==> config.mk <==
export PLATFORM = sky130hd
export DESIGN_NAME = div_unit
export DESIGN_NICKNAME = d
export VERILOG_FILES = /design/src/rtl/div_unit_pkg.sv /design/src/rtl/div_unit.sv
export SDC_FILE = /design/constraint.sdc
export NUM_CORES = 1
export LEC_CHECK = 0
export ABC_AREA = 1
export CORE_ASPECT_RATIO = 1.4
export CORE_MARGIN = 2
export CORE_UTILIZATION = 53
export DETAILED_ROUTE_END_ITERATION = 10
export PLACE_DENSITY = 0.78
export REMOVE_ABC_BUFFERS = 1
export SYNTH_ARGS = -nofsm -noshare
export SYNTH_HDL_FRONTEND = slang
export SYNTH_SLANG_ARGS = --single-unit
export TNS_END_PERCENT = 20
==> constraint.sdc <==
create_clock -name clk -period 3.6 [get_ports clk]
set_input_delay 0.9 -clock clk [delete_from_list [all_inputs] [get_ports clk]]
set_output_delay 0.9 -clock clk [all_outputs]
set_load 0.03 [all_outputs]
==> src/rtl/div_unit_pkg.sv <==
// div_unit_pkg: shared types, constants and helpers for the multi-cycle divider.
//   div_state_e  : divider FSM state codes (2-bit)
//   DivStart/DivStop, DivResultReady/DivResultNotReady, RstEnable, ZeroWord,
//   DoubleRegBus : handshake levels, reset level and bus widths
//   neg32/mag32  : two's complement negate and signed-mode magnitude
package div_unit_pkg;

    typedef enum logic [1:0] {
        DivFree   = 2'b00,
        DivByZero = 2'b01,
        DivOn     = 2'b10,
        DivEnd    = 2'b11
    } div_state_e;

    localparam logic        DivStart          = 1'b1;
    localparam logic        DivStop           = 1'b0;
    localparam logic        DivResultReady    = 1'b1;
    localparam logic        DivResultNotReady = 1'b0;
    localparam logic        RstEnable         = 1'b1;
    localparam logic [31:0] ZeroWord          = 32'h0000_0000;
    localparam int unsigned DoubleRegBus      = 64;

    function automatic logic [31:0] neg32(input logic [31:0] x);
        return ~x + 32'd1;
    endfunction

    // Magnitude of x; only negative values in signed mode are flipped.
    function automatic logic [31:0] mag32(input logic is_signed, input logic [31:0] x);
        return (is_signed && x[31]) ? neg32(x) : x;
    endfunction

endpackage

==> src/rtl/div_unit.sv <==
// div_unit: multi-cycle 32-bit signed/unsigned restoring divider, one quotient
// bit per cycle, responder on the EX-stage divide handshake.
// Optional feature: define DIV_EARLY_OUT_EN to bypass iteration when
// |dividend| < |divisor|.
// Ports:
//   clk          : clock
//   rst          : synchronous active-high reset
//   signed_div_i : 1 = DIV (signed), 0 = DIVU
//   opdata1_i    : dividend
//   opdata2_i    : divisor
//   start_i      : request, held high by EX until ready_o
//   annul_i      : flush, abandons any operation
//   result_o     : {remainder, quotient}, registered
//   ready_o      : result valid, registered
module div_unit
    import div_unit_pkg::*;
(
    input  logic                    clk,
    input  logic                    rst,
    input  logic                    signed_div_i,
    input  logic [31:0]             opdata1_i,
    input  logic [31:0]             opdata2_i,
    input  logic                    start_i,
    input  logic                    annul_i,
    output logic [DoubleRegBus-1:0] result_o,
    output logic                    ready_o
);

    div_state_e  state_q;
    logic [5:0]  cnt_q;
    logic [63:0] work_q;      // {remainder, quotient} working register
    logic [31:0] divisor_q;   // divisor magnitude
    logic        neg_quo_q;
    logic        neg_rem_q;

    logic [31:0] mag1, mag2;
    logic [64:0] shifted;
    logic        borrow;
    logic [31:0] diff;
    logic [63:0] step_d;
    logic [31:0] quo_fix, rem_fix;

    assign mag1 = mag32(signed_div_i, opdata1_i);
    assign mag2 = mag32(signed_div_i, opdata2_i);

    always_comb begin
        shifted = {work_q, 1'b0};
        // 33-bit partial remainder vs divisor; when it fits, the true
        // difference is below 2^32 so the low 32 bits carry it exactly.
        borrow  = shifted[64:32] < {1'b0, divisor_q};
        diff    = shifted[63:32] - divisor_q;
        step_d  = shifted[63:0];
        if (!borrow) begin
            step_d = {diff, shifted[31:1], 1'b1};
        end
        quo_fix = neg_quo_q ? neg32(step_d[31:0])  : step_d[31:0];
        rem_fix = neg_rem_q ? neg32(step_d[63:32]) : step_d[63:32];
    end

    always_ff @(posedge clk) begin
        if (rst == RstEnable) begin
            state_q   <= DivFree;
            cnt_q     <= '0;
            work_q    <= '0;
            divisor_q <= '0;
            neg_quo_q <= 1'b0;
            neg_rem_q <= 1'b0;
            ready_o   <= DivResultNotReady;
            result_o  <= '0;
        end else if (annul_i) begin
            state_q  <= DivFree;
            cnt_q    <= '0;
            ready_o  <= DivResultNotReady;
            result_o <= '0;
        end else begin
            case (state_q)
                DivFree: begin
                    ready_o  <= DivResultNotReady;
                    result_o <= '0;
                    if (start_i == DivStart) begin
                        cnt_q     <= '0;
                        divisor_q <= mag2;
                        neg_quo_q <= signed_div_i & (opdata1_i[31] ^ opdata2_i[31]);
                        neg_rem_q <= signed_div_i & opdata1_i[31];
                        if (opdata2_i == ZeroWord) begin
                            work_q  <= '0;
                            state_q <= DivByZero;
`ifdef DIV_EARLY_OUT_EN
                        end else if (mag1 < mag2) begin
                            // Early-out rides the one-cycle DivByZero hop so
                            // its ready_o timing matches the zero-divisor path.
                            work_q  <= {opdata1_i, ZeroWord};
                            state_q <= DivByZero;
`endif
                        end else begin
                            work_q  <= {ZeroWord, mag1};
                            state_q <= DivOn;
                        end
                    end
                end
                DivByZero: begin
                    state_q <= DivEnd;
                end
                DivOn: begin
                    cnt_q <= cnt_q + 6'd1;
                    if (cnt_q == 6'd31) begin
                        work_q  <= {rem_fix, quo_fix};
                        state_q <= DivEnd;
                    end else begin
                        work_q <= step_d;
                    end
                end
                DivEnd: begin
                    if (start_i == DivStop) begin
                        state_q  <= DivFree;
                        ready_o  <= DivResultNotReady;
                        result_o <= '0;
                    end else begin
                        ready_o  <= DivResultReady;
                        result_o <= work_q;
                    end
                end
                default: state_q <= DivFree;
            endcase
        end
    end

endmodule
# After elaboration in Yosys (flattened, before gate mapping)
# Cells that the tools add are included.
# op_classes
addsub	6
n_mul	0
div_mod_pow	0
n_lt_le_gt_ge	1
n_eq_ne	7
shift	0
n_mux	20
bitwise_logic	8
n_reduce_logical	11
# ops
op	count
64-bit 2-to-1 mux	4
64-bit one-hot mux with 2 select lines	2
32-bit 2-to-1 mux	5
32-bit by 1-bit adder with 32-bit output (second input constant)	4
32-bit NOT	4
33-bit by 32-bit less-than comparator with 1-bit output	1
32-bit logical NOT	1
32-bit subtractor	1
6-bit one-hot mux with 2 select lines	1
3-bit AND reduction	3
2-bit 2-to-1 mux	4
2-bit one-hot mux with 4 select lines	1
6-bit by 1-bit adder with 6-bit output (second input constant)	1
6-bit by 5-bit == test with 1-bit output (second input constant)	1
6-bit 2-to-1 mux	1
2-bit != test (second input constant)	3
2-bit == test (second input constant)	2
2-bit nonzero test	2
1-bit AND	2
2-bit by 1-bit == test with 1-bit output (second input constant)	1
1-bit logical AND	2
2-bit logical NOT	1
1-bit one-hot mux with 2 select lines	1
2-bit AND reduction	1
4 further kinds	4
# word_totals
regBits	171
latch_bits	0
ram_bits	0
rom_bits	0
elab_cells	61
n_memories	0

# Logic depth before layout (Yosys ltp)
# depth
ltp_word	7
mapped_depth	28

# Worst setup path after synthesis
# No wires, ideal clock.
# synth_timing
kind	reg-to-reg
startpoint	register work_q[34]
endpoint	register work_q[30]
setup_ps	109
arrival_ps	3243
slack_ps	248
path_stages_with_launch	28
path_buffers	1
period_less_slack_ps	3352
cell_sequence	dfxtp_1 > ha_1 > nand2_2 > inv_1 > nand2_1 > nand2_1 > nand2_1 > nand3_2 > nand2_2 > nand2_4 > nand2_8 > nand2_8 > buf_8 > inv_4 > ha_1 > nand3_1 > nor3_1 > nand2_1 > nor4_1 > nand2_1 > nor2_1 > a21oi_1 > a21oi_1 > a21oi_1 > o21ai_0 > o211ai_1 > nand2_1 > inv_1
# synth_via
elab_chain_cells	7
# synth_rtl
element	line_no	rtl
start: declaration	div_unit.sv:31	logic [63:0] work_q;
start signal: assignment	div_unit.sv:96	work_q <= {ZeroWord, mag1};
start signal: assignment	div_unit.sv:107	work_q <= {rem_fix, quo_fix};
start signal: assignment	div_unit.sv:110	work_q <= step_d;
33-bit by 32-bit less-than comparator with 1-bit output	div_unit.sv:50	borrow = shifted[64:32] < {1'b0, divisor_q};
64-bit 2-to-1 mux	div_unit.sv:53	if (!borrow) begin
32-bit NOT	div_unit_pkg.sv:24	return ~x + 32'd1;
32-bit by 1-bit adder with 32-bit output	div_unit_pkg.sv:24	
32-bit 2-to-1 mux	div_unit.sv:56	quo_fix = neg_quo_q ? neg32(step_d[31:0]) : step_d[31:0];
64-bit 2-to-1 mux	div_unit.sv:106	if (cnt_q == 6'd31) begin
64-bit one-hot mux with 2 select lines	div_unit.sv:76	case (state_q)
# No other way between the ends.
# A chain may end at the register's enable or synchronous reset.

# Final worst setup path
# layout_timing
startpoint	register divisor_q[6]
endpoint	register work_q[30]
# layout_via
elab_chain_cells	7
# layout_rtl
element	line_no	rtl
start: declaration	div_unit.sv:32	logic [31:0] divisor_q;
start signal: assignment	div_unit.sv:82	divisor_q <= mag2;
33-bit by 32-bit less-than comparator with 1-bit output	div_unit.sv:50	
64-bit 2-to-1 mux	div_unit.sv:53	
32-bit NOT	div_unit_pkg.sv:24	
32-bit by 1-bit adder with 32-bit output	div_unit_pkg.sv:24	
32-bit 2-to-1 mux	div_unit.sv:56	
64-bit 2-to-1 mux	div_unit.sv:106	
64-bit one-hot mux with 2 select lines	div_unit.sv:76	
# No other way between the ends.

==> impl_metrics.csv <==
group,metric,value,unit
clocking,cts.sinks,171,
clocking,root_buffer,"clkbuf_16",
sta,drv_slew,0,
routing,vias_per_cell,5.49,
sta,tns,0,ns
critical_path,critPathMaxStageDelay,0.32,ns
routing,via_count,14400,
layout,final_cell_mix,"nand2_1, inv_1, a21oi_1",
sta,worst_slew_pin_slew,0.728,ns
floorplanning,ioPinCount,134,
logic_synthesis,syn_inst,2090,
layout,layout-drive-gt1-share,10.9,%
sta,rsz0062_at_grt,"yes",
floorplanning,die_h,186,µm
sta,finalCritPeriodShare,93.3,%
layout,n_fill_cell,2138,
critical_path,path_class,"flip-flop to flip-flop",
sta,hold_ws,0.463,ns
clocking,clkLatencyLatePin,0.45,ns
logic_synthesis,syn_avg_cell_area,5.99,µm²
clocking,clk_pin_slew,0.07,ns
sta,fin_skew,0.0136,ns
power,p_leak,7.39,nW
routing,dr.first_iter.drc_count,932,
routing,wl_per_cell,16.3,µm
layout,nets,2415,
logic_synthesis,yosysSeqAreaShare,27.4,%
logic_synthesis,ys_ff_latch,171,
critical_path,worstPathRequired,3.94,ns
sta,period_minus_slack,3.36,ns
clocking,cts_tree,"built",
power,p_total,5.24,mW
layout,final_common_cell,"nand2_1",
critical_path,cp_slowest_cell,"dfxtp_2",
sta,setup_viol,0,
placement,gp_congestion,0.987,
placement,io_buffer_count,133,
logic_synthesis,ys_warn_count,0,
placement,postPlaceCellArea,15000,µm²
placement,dpl_worst_slack,-0.0271,ns
critical_path,critPathCaptureType,"flip-flop",
outcome,status,"finished clean",
global_routing,antenna_found_initial,2,
power,powerDensity,333,nW/µm²
floorplanning,rows,66,
floorplanning,initial_core_util,53.9,%
layout,syn_to_final_growth,25.8,%
sta,slew_headroom,51.1,%
logic_synthesis,synth_area,12500,µm²
clocking,cts_buffers,17,
critical_path,r2r_slack,0.24,ns
global_routing,grt_max_degree,68,
critical_path,path_max_fanout,4,
routing,drc_errors,0,
clocking,clk_path_buf_depth,2,
critical_path,crit_path_start_kind,"flip-flop",
layout,fin_area,15700,µm²
routing,routed_wirelength,42700,µm
routing,dr.pass1.iters,6,
hold_path,hp-class,"flip-flop to flip-flop",
critical_path,crit_top_cell,"nand2_1",
floorplanning,core_area,23200,µm²
run,cap_violations,0,
logic_synthesis,ys_types,50,
placement,place_hpwl,32700,µm
critical_path,worstPathArrival,3.70,ns
routing,ant_nets,0,
layout,antennaDiodeCount,0,
global_routing,grtUsageTotal,34.7,%
global_routing,grt_pass1_wl,68300,µm
global_routing,grt_pass1_vias,14200,
global_routing,grt_overflow,0,
floorplanning,die_area,24900,µm²
power,ir_worst_vdd,0.347,mV
sta,fmax,0.298,GHz
clocking,h-tree-depth,4,
sta,hold_violations,0,
sta,worst_slack,0.241,ns
floorplanning,die_w,134,µm
layout,ff_latch_area,3430,µm²
layout,multi_input_area,7880,µm²
cells in the mapped netlist (all sizes together):
| cell | instances | area [µm²] |
|---|---|---|
| nand2 | 666 | 2570 |
| inv | 268 | 1010 |
| a21oi | 213 | 1070 |
| nor2 | 198 | 813 |
| dfxtp | 171 | 3420 |
| nand3 | 136 | 701 |
| o21ai | 120 | 619 |
| clkbuf | 55 | 206 |
| xor2 | 47 | 412 |
| ha | 40 | 500 |
| nand4 | 24 | 150 |
| nor3 | 24 | 130 |
| xnor2 | 20 | 175 |
| buf | 18 | 106 |
| a31oi | 15 | 93.8 |
| or2 | 12 | 75.1 |
| nor4 | 11 | 68.8 |
| o211ai | 10 | 75.1 |
| and2 | 6 | 37.5 |
| nand3b | 6 | 45.0 |
| o221ai | 6 | 52.6 |
| a221oi | 5 | 43.8 |
| o21bai | 5 | 37.5 |
| clkinv | 4 | 15.0 |
| o22ai | 2 | 12.5 |
| a22oi | 1 | 7.51 |
| a31o | 1 | 8.76 |
| and3 | 1 | 6.26 |
| fa | 1 | 20.0 |
| nor3b | 1 | 7.51 |
| o21a | 1 | 7.51 |
| o31ai | 1 | 7.51 |
| or3 | 1 | 6.26 |
through the flow:
stage	instances	utilization, %
3_3_place_gp	2590	64.5
4_1_cts	2622	67.2
5_1_grt	2624	67.8
6_report	2624	67.8
2_1_floorplan	2017	-
3_5_place_dp	2590	64.5
flip-flops by register name (all words and copies together) (netlist names):
| name | cells |
|---|---|
| work_q | 64 |
| state_q | 2 |
| neg_rem_q | 1 |
| neg_quo_q | 1 |
| result_o | 64 |
| ready_o | 1 |
| cnt_q | 6 |
| divisor_q | 32 |
worst max-delay path: cells and delay by family (launching register included):
kind / cells / cell delay, ns
adder cells (fa/ha/maj): 2 / 0.43
buffers and inverters: 5 / 0.36
AND/OR/NAND/NOR: 16 / 1.59
AO/OA/AOI/OAI: 5 / 0.54
flip-flops: 1 / 0.32
logic make-up after synthesis:
logic type / Yosys count / share of synthesized area, %
DFF: 171 / 27.4
buffers and inverters: 345 / 10.7
xor gates and xnor gates: 67 / 4.69
adders and majority gates: 41 / 4.16
and+or+nand+nor: 1086 / 36.8
AOI/OAI and AO/OA: 380 / 16.3
worst paths after layout:
check | start | depth (start not counted) | to
min reg2reg | result_o[28] | 2 | result_o[28]
max reg2reg | divisor_q[6] | 28 | work_q[30]
max | divisor_q[6] | 28 | work_q[30]
min | result_o[28] | 2 | result_o[28]
final cells by class:
type / instances / area share, %
multi-input cells: 1574 / 50.1
clock buffers: 17 / 2.70
inverters: 272 / 6.50
clock inverters: 15 / 1.36
well taps: 306 / 2.43
flip-flops and latches: 171 / 21.8
repair buffers: 269 / 15.2
layer usage:
| layer | track usage, % | wire [µm] | up-vias |
|---|---|---|---|
| met5 | 0 | 16 | - |
| met2 | 63.0 | 21200 | 546 |
| li1 | - | - | 7143 |
| met1 | 37.1 | 16400 | 6550 |
| met3 | 6.40 | 2550 | 152 |
| met4 | 21.2 | 2460 | 2 |
where the power goes:
group          total (mW)  internal, mW  switching, mW  leakage [nW]
registers            2.01          1.95         0.0633          1.39
clock network        2.06          1.18          0.881         0.316
logic                1.16         0.453          0.709          5.68
timing repair:
| action | CTS | global route |
|---|---|---|
| setup endpoints to repair | 0 | 14 |
| setup buffers | 0 | 2 |
| hold buffers | 0 | 0 |
| resized for setup | 0 | 25 |
No activity file was read; power rests on OpenSTA's default activity.
